`src/rtl/instr_prefetch_buffer.sv`:
```
// Sequential instruction prefetcher: issues single-word reads to the instruction RAM port
// (1-cycle latency, one request in flight) and queues {word, address} pairs for the core.
module instr_prefetch_buffer #(
  parameter int unsigned           ADDR_WIDTH = 16,
  parameter int unsigned           DATA_WIDTH = 32,
  parameter int unsigned           FIFO_DEPTH = 4,
  parameter logic [ADDR_WIDTH-1:0] BOOT_ADDR  = 16'h8000
) (
  input  logic                    clk,
  input  logic                    rst_n,
  input  logic                    fetch_en_i,
  input  logic                    branch_i,
  input  logic [ADDR_WIDTH-1:0]   branch_addr_i,
  output logic                    instr_valid_o,
  input  logic                    instr_ready_i,
  output logic [DATA_WIDTH-1:0]   instr_rdata_o,
  output logic [ADDR_WIDTH-1:0]   instr_addr_o,
  output logic                    mem_en_o,
  output logic [ADDR_WIDTH-1:0]   mem_addr_o,
  output logic                    mem_we_o,
  output logic [DATA_WIDTH/8-1:0] mem_be_o,
  output logic [DATA_WIDTH-1:0]   mem_wdata_o,
  input  logic [DATA_WIDTH-1:0]   mem_rdata_i
);

  localparam int unsigned BW = DATA_WIDTH / 8;
  localparam int unsigned PW = $clog2(FIFO_DEPTH);
  localparam int unsigned CW = PW + 1;

  logic [DATA_WIDTH-1:0] fifo_data [FIFO_DEPTH];
  logic [ADDR_WIDTH-1:0] fifo_addr [FIFO_DEPTH];
  logic [PW-1:0]         rd_ptr, wr_ptr;
  logic [CW-1:0]         count;
  logic                  pending;
  logic [ADDR_WIDTH-1:0] pending_addr, fetch_ptr, last_addr;
  logic [DATA_WIDTH-1:0] last_data;

  logic                  issue, push, pop, empty;
  logic [ADDR_WIDTH-1:0] target, req_addr;
  logic [CW:0]           used;

  always_comb begin
    target   = branch_addr_i & ~ADDR_WIDTH'(BW - 1);
    req_addr = branch_i ? target : fetch_ptr;
    // Credit counts the in-flight word but not a same-cycle pop.
    used     = {1'b0, count} + {{CW{1'b0}}, pending};
    issue    = rst_n && fetch_en_i && (branch_i || (used < (CW+1)'(FIFO_DEPTH)));
    empty    = (count == '0);
    push     = pending && !branch_i;
    pop      = !empty && instr_ready_i && !branch_i;
  end

  assign mem_en_o      = issue;
  assign mem_addr_o    = issue ? req_addr : '0;
  assign mem_we_o      = 1'b0;
  assign mem_be_o      = '1;
  assign mem_wdata_o   = '0;
  assign instr_valid_o = !empty && !branch_i;
  assign instr_rdata_o = empty ? last_data : fifo_data[rd_ptr];
  assign instr_addr_o  = empty ? last_addr : fifo_addr[rd_ptr];

  always_ff @(posedge clk) begin
    if (push) begin
      fifo_data[wr_ptr] <= mem_rdata_i;
      fifo_addr[wr_ptr] <= pending_addr;
    end
  end

  always_ff @(posedge clk or negedge rst_n) begin
    if (!rst_n) begin
      rd_ptr       <= '0;
      wr_ptr       <= '0;
      count        <= '0;
      pending      <= 1'b0;
      pending_addr <= '0;
      fetch_ptr    <= BOOT_ADDR;
      last_data    <= '0;
      last_addr    <= '0;
    end else begin
      if (!empty) begin
        last_data <= fifo_data[rd_ptr];
        last_addr <= fifo_addr[rd_ptr];
      end
      if (branch_i) begin
        rd_ptr <= '0;
        wr_ptr <= '0;
        count  <= '0;
      end else begin
        if (push) wr_ptr <= wr_ptr + PW'(1);
        if (pop)  rd_ptr <= rd_ptr + PW'(1);
        case ({push, pop})
          2'b10:   count <= count + CW'(1);
          2'b01:   count <= count - CW'(1);
          default: count <= count;
        endcase
      end
      pending <= issue;
      if (issue) begin
        pending_addr <= req_addr;
        fetch_ptr    <= req_addr + ADDR_WIDTH'(BW);
      end else if (branch_i) begin
        fetch_ptr <= target;
      end
    end
  end

endmodule

```
`config.mk`:
```
export PLATFORM = sky130hd
export DESIGN_NAME = instr_prefetch_buffer
export DESIGN_NICKNAME = d
export VERILOG_FILES = /design/src/rtl/instr_prefetch_buffer.sv
export SDC_FILE = /design/constraint.sdc
export NUM_CORES = 1
export LEC_CHECK = 0
export CAP_MARGIN = 10
export CELL_PAD_IN_SITES_DETAIL_PLACEMENT = 1
export CELL_PAD_IN_SITES_GLOBAL_PLACEMENT = 1
export CORE_MARGIN = 5
export CORE_UTILIZATION = 46
export DETAILED_ROUTE_END_ITERATION = 12
export PLACE_DENSITY_LB_ADDON = 0.1
export RECOVER_POWER = 50
export SLEW_MARGIN = 25
export SYNTH_ARGS = -nofsm -noshare
export SYNTH_HDL_FRONTEND = slang
export SYNTH_SLANG_ARGS = --single-unit
```
`constraint.sdc`:
```
create_clock -name clk -period 3.15 [get_ports clk]
set_input_delay 0.63 -clock clk [delete_from_list [all_inputs] [get_ports clk]]
set_output_delay 0.63 -clock clk [all_outputs]
set_load 0.01 [all_outputs]
```
# == Word level (Yosys, flattened, before mapping) ==
# Memory sizes are Yosys's and may differ from the RTL's.
# Index checks and enable logic that the tools add are counted.
# totals
ff_bits,88
memories,2
output_inout_bits,103
in_bits,53
mem_bits_rw,192
# memory_table
name,depth,word_bits,rd,rd_clocked_by_memory_dff,write_ports,line,text
fifo_data,4,32,1,0,1,30,logic [DATA_WIDTH-1:0] fifo_data [FIFO_DEPTH];
fifo_addr,4,16,1,0,1,31,logic [ADDR_WIDTH-1:0] fifo_addr [FIFO_DEPTH];
# op_classes
addsub,6
muxes,13
reduce_logical,13
eq_ne,2
order_cmp,1
# op_table
op,n
2-to-1 mux 16 bit,4
2-to-1 mux 32 bit,1
"adder 16 x 3 -> 16 bit, second input constant",1
2-to-1 mux 2 bit,4
logical AND 1 bit,6
one-hot mux 3 bit (2 select lines),1
"adder 2 x 1 -> 2 bit, second input constant",2
adder 3 x 1 -> 4 bit,1
"less-than comparator 4 x 3 -> 1 bit, second input constant",1
nonzero test 2 bit,2
"adder 3 x 1 -> 3 bit, second input constant",1
zero test 3 bit,1
2-to-1 mux 3 bit,1
nonzero test 3 bit,1
"subtractor 3 x 1 -> 3 bit, second input constant",1
"equality test 2 x 1 -> 1 bit, second input constant",1
"equality test 2 bit, second input constant",1
zero test 1 bit,2
2-to-1 mux 1 bit,2
logical OR 1 bit,1

# == Logic depth before layout (Yosys ltp) ==
# depth
ltp_word,7
ltp_mapped,9
ltp_nobuf,7

# == Least setup slack after synthesis ==
# No wires, ideal clock.
# synth_timing
kind,input to register
start,input branch_i
end,memory fifo_addr[0][0] (enable)
path_buffers,1
stages,3
slack_ns,0.546
arrival_ns,2.194
required_time_ns,2.740
cell_sequence,buf_6 -> and2b_4 -> and2_1
# synth_between
elab_chain_len,4
# synth_rtl
element,line,text
start: declaration,12,"input logic branch_i,"
zero test 1 bit,49,push = pending && !branch_i;
logical AND 1 bit,49,
2-to-1 mux 1 bit,63,if (push) begin
2-to-1 mux 1 bit (implied by the code),65,fifo_addr[wr_ptr] <= pending_addr;
end: declaration,31,
# No other way between the ends.

# == Worst setup path in the final report ==
# layout_timing
start,register count[0]
end,output instr_addr_o[1]
# layout_between
elab_chain_len,2
# layout_rtl
element,line,text
start: declaration,33,logic [CW-1:0] count;
start signal: assignment,92,2'b10: count <= count + CW'(1);
start signal: assignment,93,2'b01: count <= count - CW'(1);
start signal: assignment,94,default: count <= count;
zero test 3 bit,48,empty = (count == '0);
2-to-1 mux 16 bit,60,assign instr_addr_o = empty ? last_addr : fifo_addr[rd_ptr];
end: declaration,17,"output logic [ADDR_WIDTH-1:0] instr_addr_o,"
# No other way between the ends.

==> impl_metrics.ini <==
[run_status]
run_status = complete, no violations

[pwr]
irDropWorstVdd_v = 0.000531
switching_power_total_w = 0.00374
powerDensity_nw_per_um2 = 888
switching_power_share_of_the_total = 0.304
power.internal_w = 0.00858
p_leak_nw = 5.58
power.sequential.fraction = 0.383
power_w = 0.0123
clockPowerShare = 0.272
combPwrFrac = 0.345

[place]
detailed_place_hpwl_um = 15900
gp_routability_congestion = 0.791
dp_cells = 1132
port_buffers = 116
placement.setup.worst_slack_ps = -133

[floorplanning]
initial_core_util = 0.468
die_height_um = 165
floorplan.die_area_um2 = 27100
design.core.area_um2 = 23500
chipWidth_um = 165
pin_count = 156
placement_rows = 56

[worst_setup_path]
critical-path-top-cell-by-count = sky130_fd_sc_hd__nand2_1
critical-path-max-stage-delay_ps = 510
worst_path_dominant_cell_family = buffers and inverters
worst-endpoint-required_ps = 2520
crit_chain = or3_4, buf_12, nand2_1, nand2_1, clkdlybuf4s50_1
critPathBufInv = 2
worst-path-max-fanout = 41
setup.worst_path.class = register to output port
end_kind = output port
critPathSlowestCell = sky130_fd_sc_hd__or3_4
cp-start-kind = register
worst-endpoint-arrival_ps = 2450

[timing]
maxClockFrequency_ghz = 0.325
drv_slew = 0
tns_ps = 0
report.final.setup_viol = 0
rsz0062_at_grt = true
max_slew.worst_pin.slew_ps = 1460
timing.final.hold_violations = 0
post-route-period-util = 0.976
layout_setup_ws_ps = 74.3
relSlewSlack = 0.0261
layout_min_cycle_time_ps = 3080
skew_ps = 9.95

[synth]
dominantRegCellSynth = sky130_fd_sc_hd__edfxtp_1
synth_enable_flop_cells = 192
synth_cells = 679
post_synth_instance_area_um2 = 11000
synth.largest_area_cell = sky130_fd_sc_hd__edfxtp_1
ys.warnings.count = 0
synth_common_cells = 192 x sky130_fd_sc_hd__edfxtp_1, 157 x sky130_fd_sc_hd__nand2_1, 87 x sky130_fd_sc_hd__dfrtp_1
synth-async-reset-ratio = 0.314
postSynthRegisterBits = 280
most_frequently_used_cell_type_in_the_post_synthesis_netlist = sky130_fd_sc_hd__edfxtp_1
netlist.area_leader.share = 0.524
synth.area.top_cells = sky130_fd_sc_hd__edfxtp_1 52%, sky130_fd_sc_hd__dfrtp_1 20%, sky130_fd_sc_hd__mux4_2 9.8%, sky130_fd_sc_hd__nand2_1 5.4%, sky130_fd_sc_hd__buf_4 2.5%
synth_seq_area_share = 0.724
synth_cell_types = 42
syn_area_per_cell_um2 = 16.2

[clocking]
skew_pair_late_insertion_delay_ps = 520
cts_num_sinks = 280
cts-htree-levels = 1
cts.reportedPaths.clkPinSlew_ps = 60
tritoncts_clock_tree = done
clockBufferDepth = 3
root_buffer = sky130_fd_sc_hd__clkbuf_16
tritoncts.num_buffers = 29

[route]
antenna_left = 0
via_count = 5996
drt_first_pass_iters = 4
route.detailed.vias_per_inst = 5.05
drcViolationCount = 0
initialDrtViolationCount = 312
route.detailed.wl_per_inst_um = 20.1
totalWireLength_um = 23900

[finish]
finalNonFillerCells = 1188
area_delta_synth_final_pct = 26.1
layout-drive-gt1-share = 0.183
postLayoutCoreUtil = 0.589
antenna-diode-count = 0
final_net_count = 906

[grt]
wire_length_of_the_first_global_routing_pass_um = 37500
grt_start_max_net_pins = 67
first_global_vias = 6746
antenna_found_initial = 0
global_route.overflow_total = 0
global_route_usage_sum = 0.180

[worst_hold_path]
min-delay-path-class = register to register

[run]
drv_cap = 0
-- final timing paths --
kind                               from  cells past startpoint  slack (ps)         endpoint
setup / recovery               count[0]                      5          70  instr_addr_o[1]
hold / removal             last_data[7]                      2         460     last_data[7]
setup reg to reg               count[0]                      8         570         count[2]
hold reg to reg            last_data[7]                      2         460     last_data[7]
max in group asynchronous         rst_n                      3         950        rd_ptr[1]
min in group asynchronous         rst_n                      2         770    last_data[13]
-- state kept, by name, summed over array words and instances, names as in the netlist --
name / flops
fifo_data: 128
fifo_addr: 64
last_data: 32
fetch_ptr: 16
last_addr: 16
pending_addr: 16
count: 3
rd_ptr: 2
wr_ptr: 2
pending: 1
-- worst reg2reg max path, delay by kind of cell (launching register included) --
kind	cells	cell delay [ps]
AOI/OAI and AO/OA	1	120
adders and majority gates	1	400
buffers and inverters	1	240
DFF	1	450
and+or+nand+nor	5	1260
-- cells by family (layout without fill, tap and decap cells) --
logic type,Yosys count,in the layout,share of synthesized area
other cells,2,37,0.000682
compound gates,23,23,0.0167
flops,280,280,0.724
buf+inv,71,226,0.0391
fa+ha+maj,7,7,0.00864
mux,65,65,0.114
xor+xnor,18,18,0.0143
simple gates,213,213,0.0824
-- metrics by stage --
step | hold slack (ps) | cell area (um2)
2_1_floorplan | 334 | 11100
3_3_place_gp | 445 | 12900
3_5_place_dp | 456 | 12900
4_1_cts | 171 | 13800
5_1_grt | 489 | 13900
6_report | 462 | 13900
-- layer usage --
metal  vias to the layer above  routed length, um  part of all wire  GRT usage
met5                         -                  0                 0          0
met4                         0                272             0.011     0.0310
met2                       131              12800              0.53      0.329
met1                      3103               9770              0.41      0.232
li1                       2738                  -                 -          -
met3                        24               1120             0.047     0.0255
-- power groups by stage --
stage / clock, W / combinational, W / sequential [W]
2_1_floorplan: 0 / 0.00219 / 0.00468
3_3_place_gp: 0 / 0.00426 / 0.00475
3_5_place_dp: 0 / 0.00438 / 0.00478
4_1_cts: 0.00344 / 0.00440 / 0.00472
5_1_grt: 0.00362 / 0.00463 / 0.00476
6_report: 0.00335 / 0.00425 / 0.00471
-- final cells by class --
type,count,area (um2)
clock buffers,46,871
clock inverters,8,90.1
fillers,2187,9670
inverters,4,15.0
multi-input cells,363,2760
flip-flops and latches,280,7980
well taps,319,399
repair buffers,168,1760
-- layout by cell type, fill, tap and decap left out, types with 17 or more instances in the layout --
cell type / synthesis / final
sky130_fd_sc_hd__buf_4: 37 / 34
sky130_fd_sc_hd__clkbuf_16: 0 / 30
sky130_fd_sc_hd__nor2_1: 20 / 20
sky130_fd_sc_hd__dfrtp_1: 87 / 85
sky130_fd_sc_hd__conb_1: 2 / 37
sky130_fd_sc_hd__nand2_1: 157 / 157
sky130_fd_sc_hd__dlymetal6s2s_1: 0 / 17
sky130_fd_sc_hd__clkdlybuf4s50_1: 0 / 51
sky130_fd_sc_hd__edfxtp_1: 192 / 192
sky130_fd_sc_hd__dlygate4sd3_1: 0 / 32
sky130_fd_sc_hd__mux4_2: 48 / 48
-- what timing repair did --
action | in CTS | in global routing
setup buffers | 0 | 2
endpoints found under the setup margin | 55 | 31
gates resized for setup | 17 | 20
hold buffers | 0 | 0
Power figures use the tool's default switching activity.
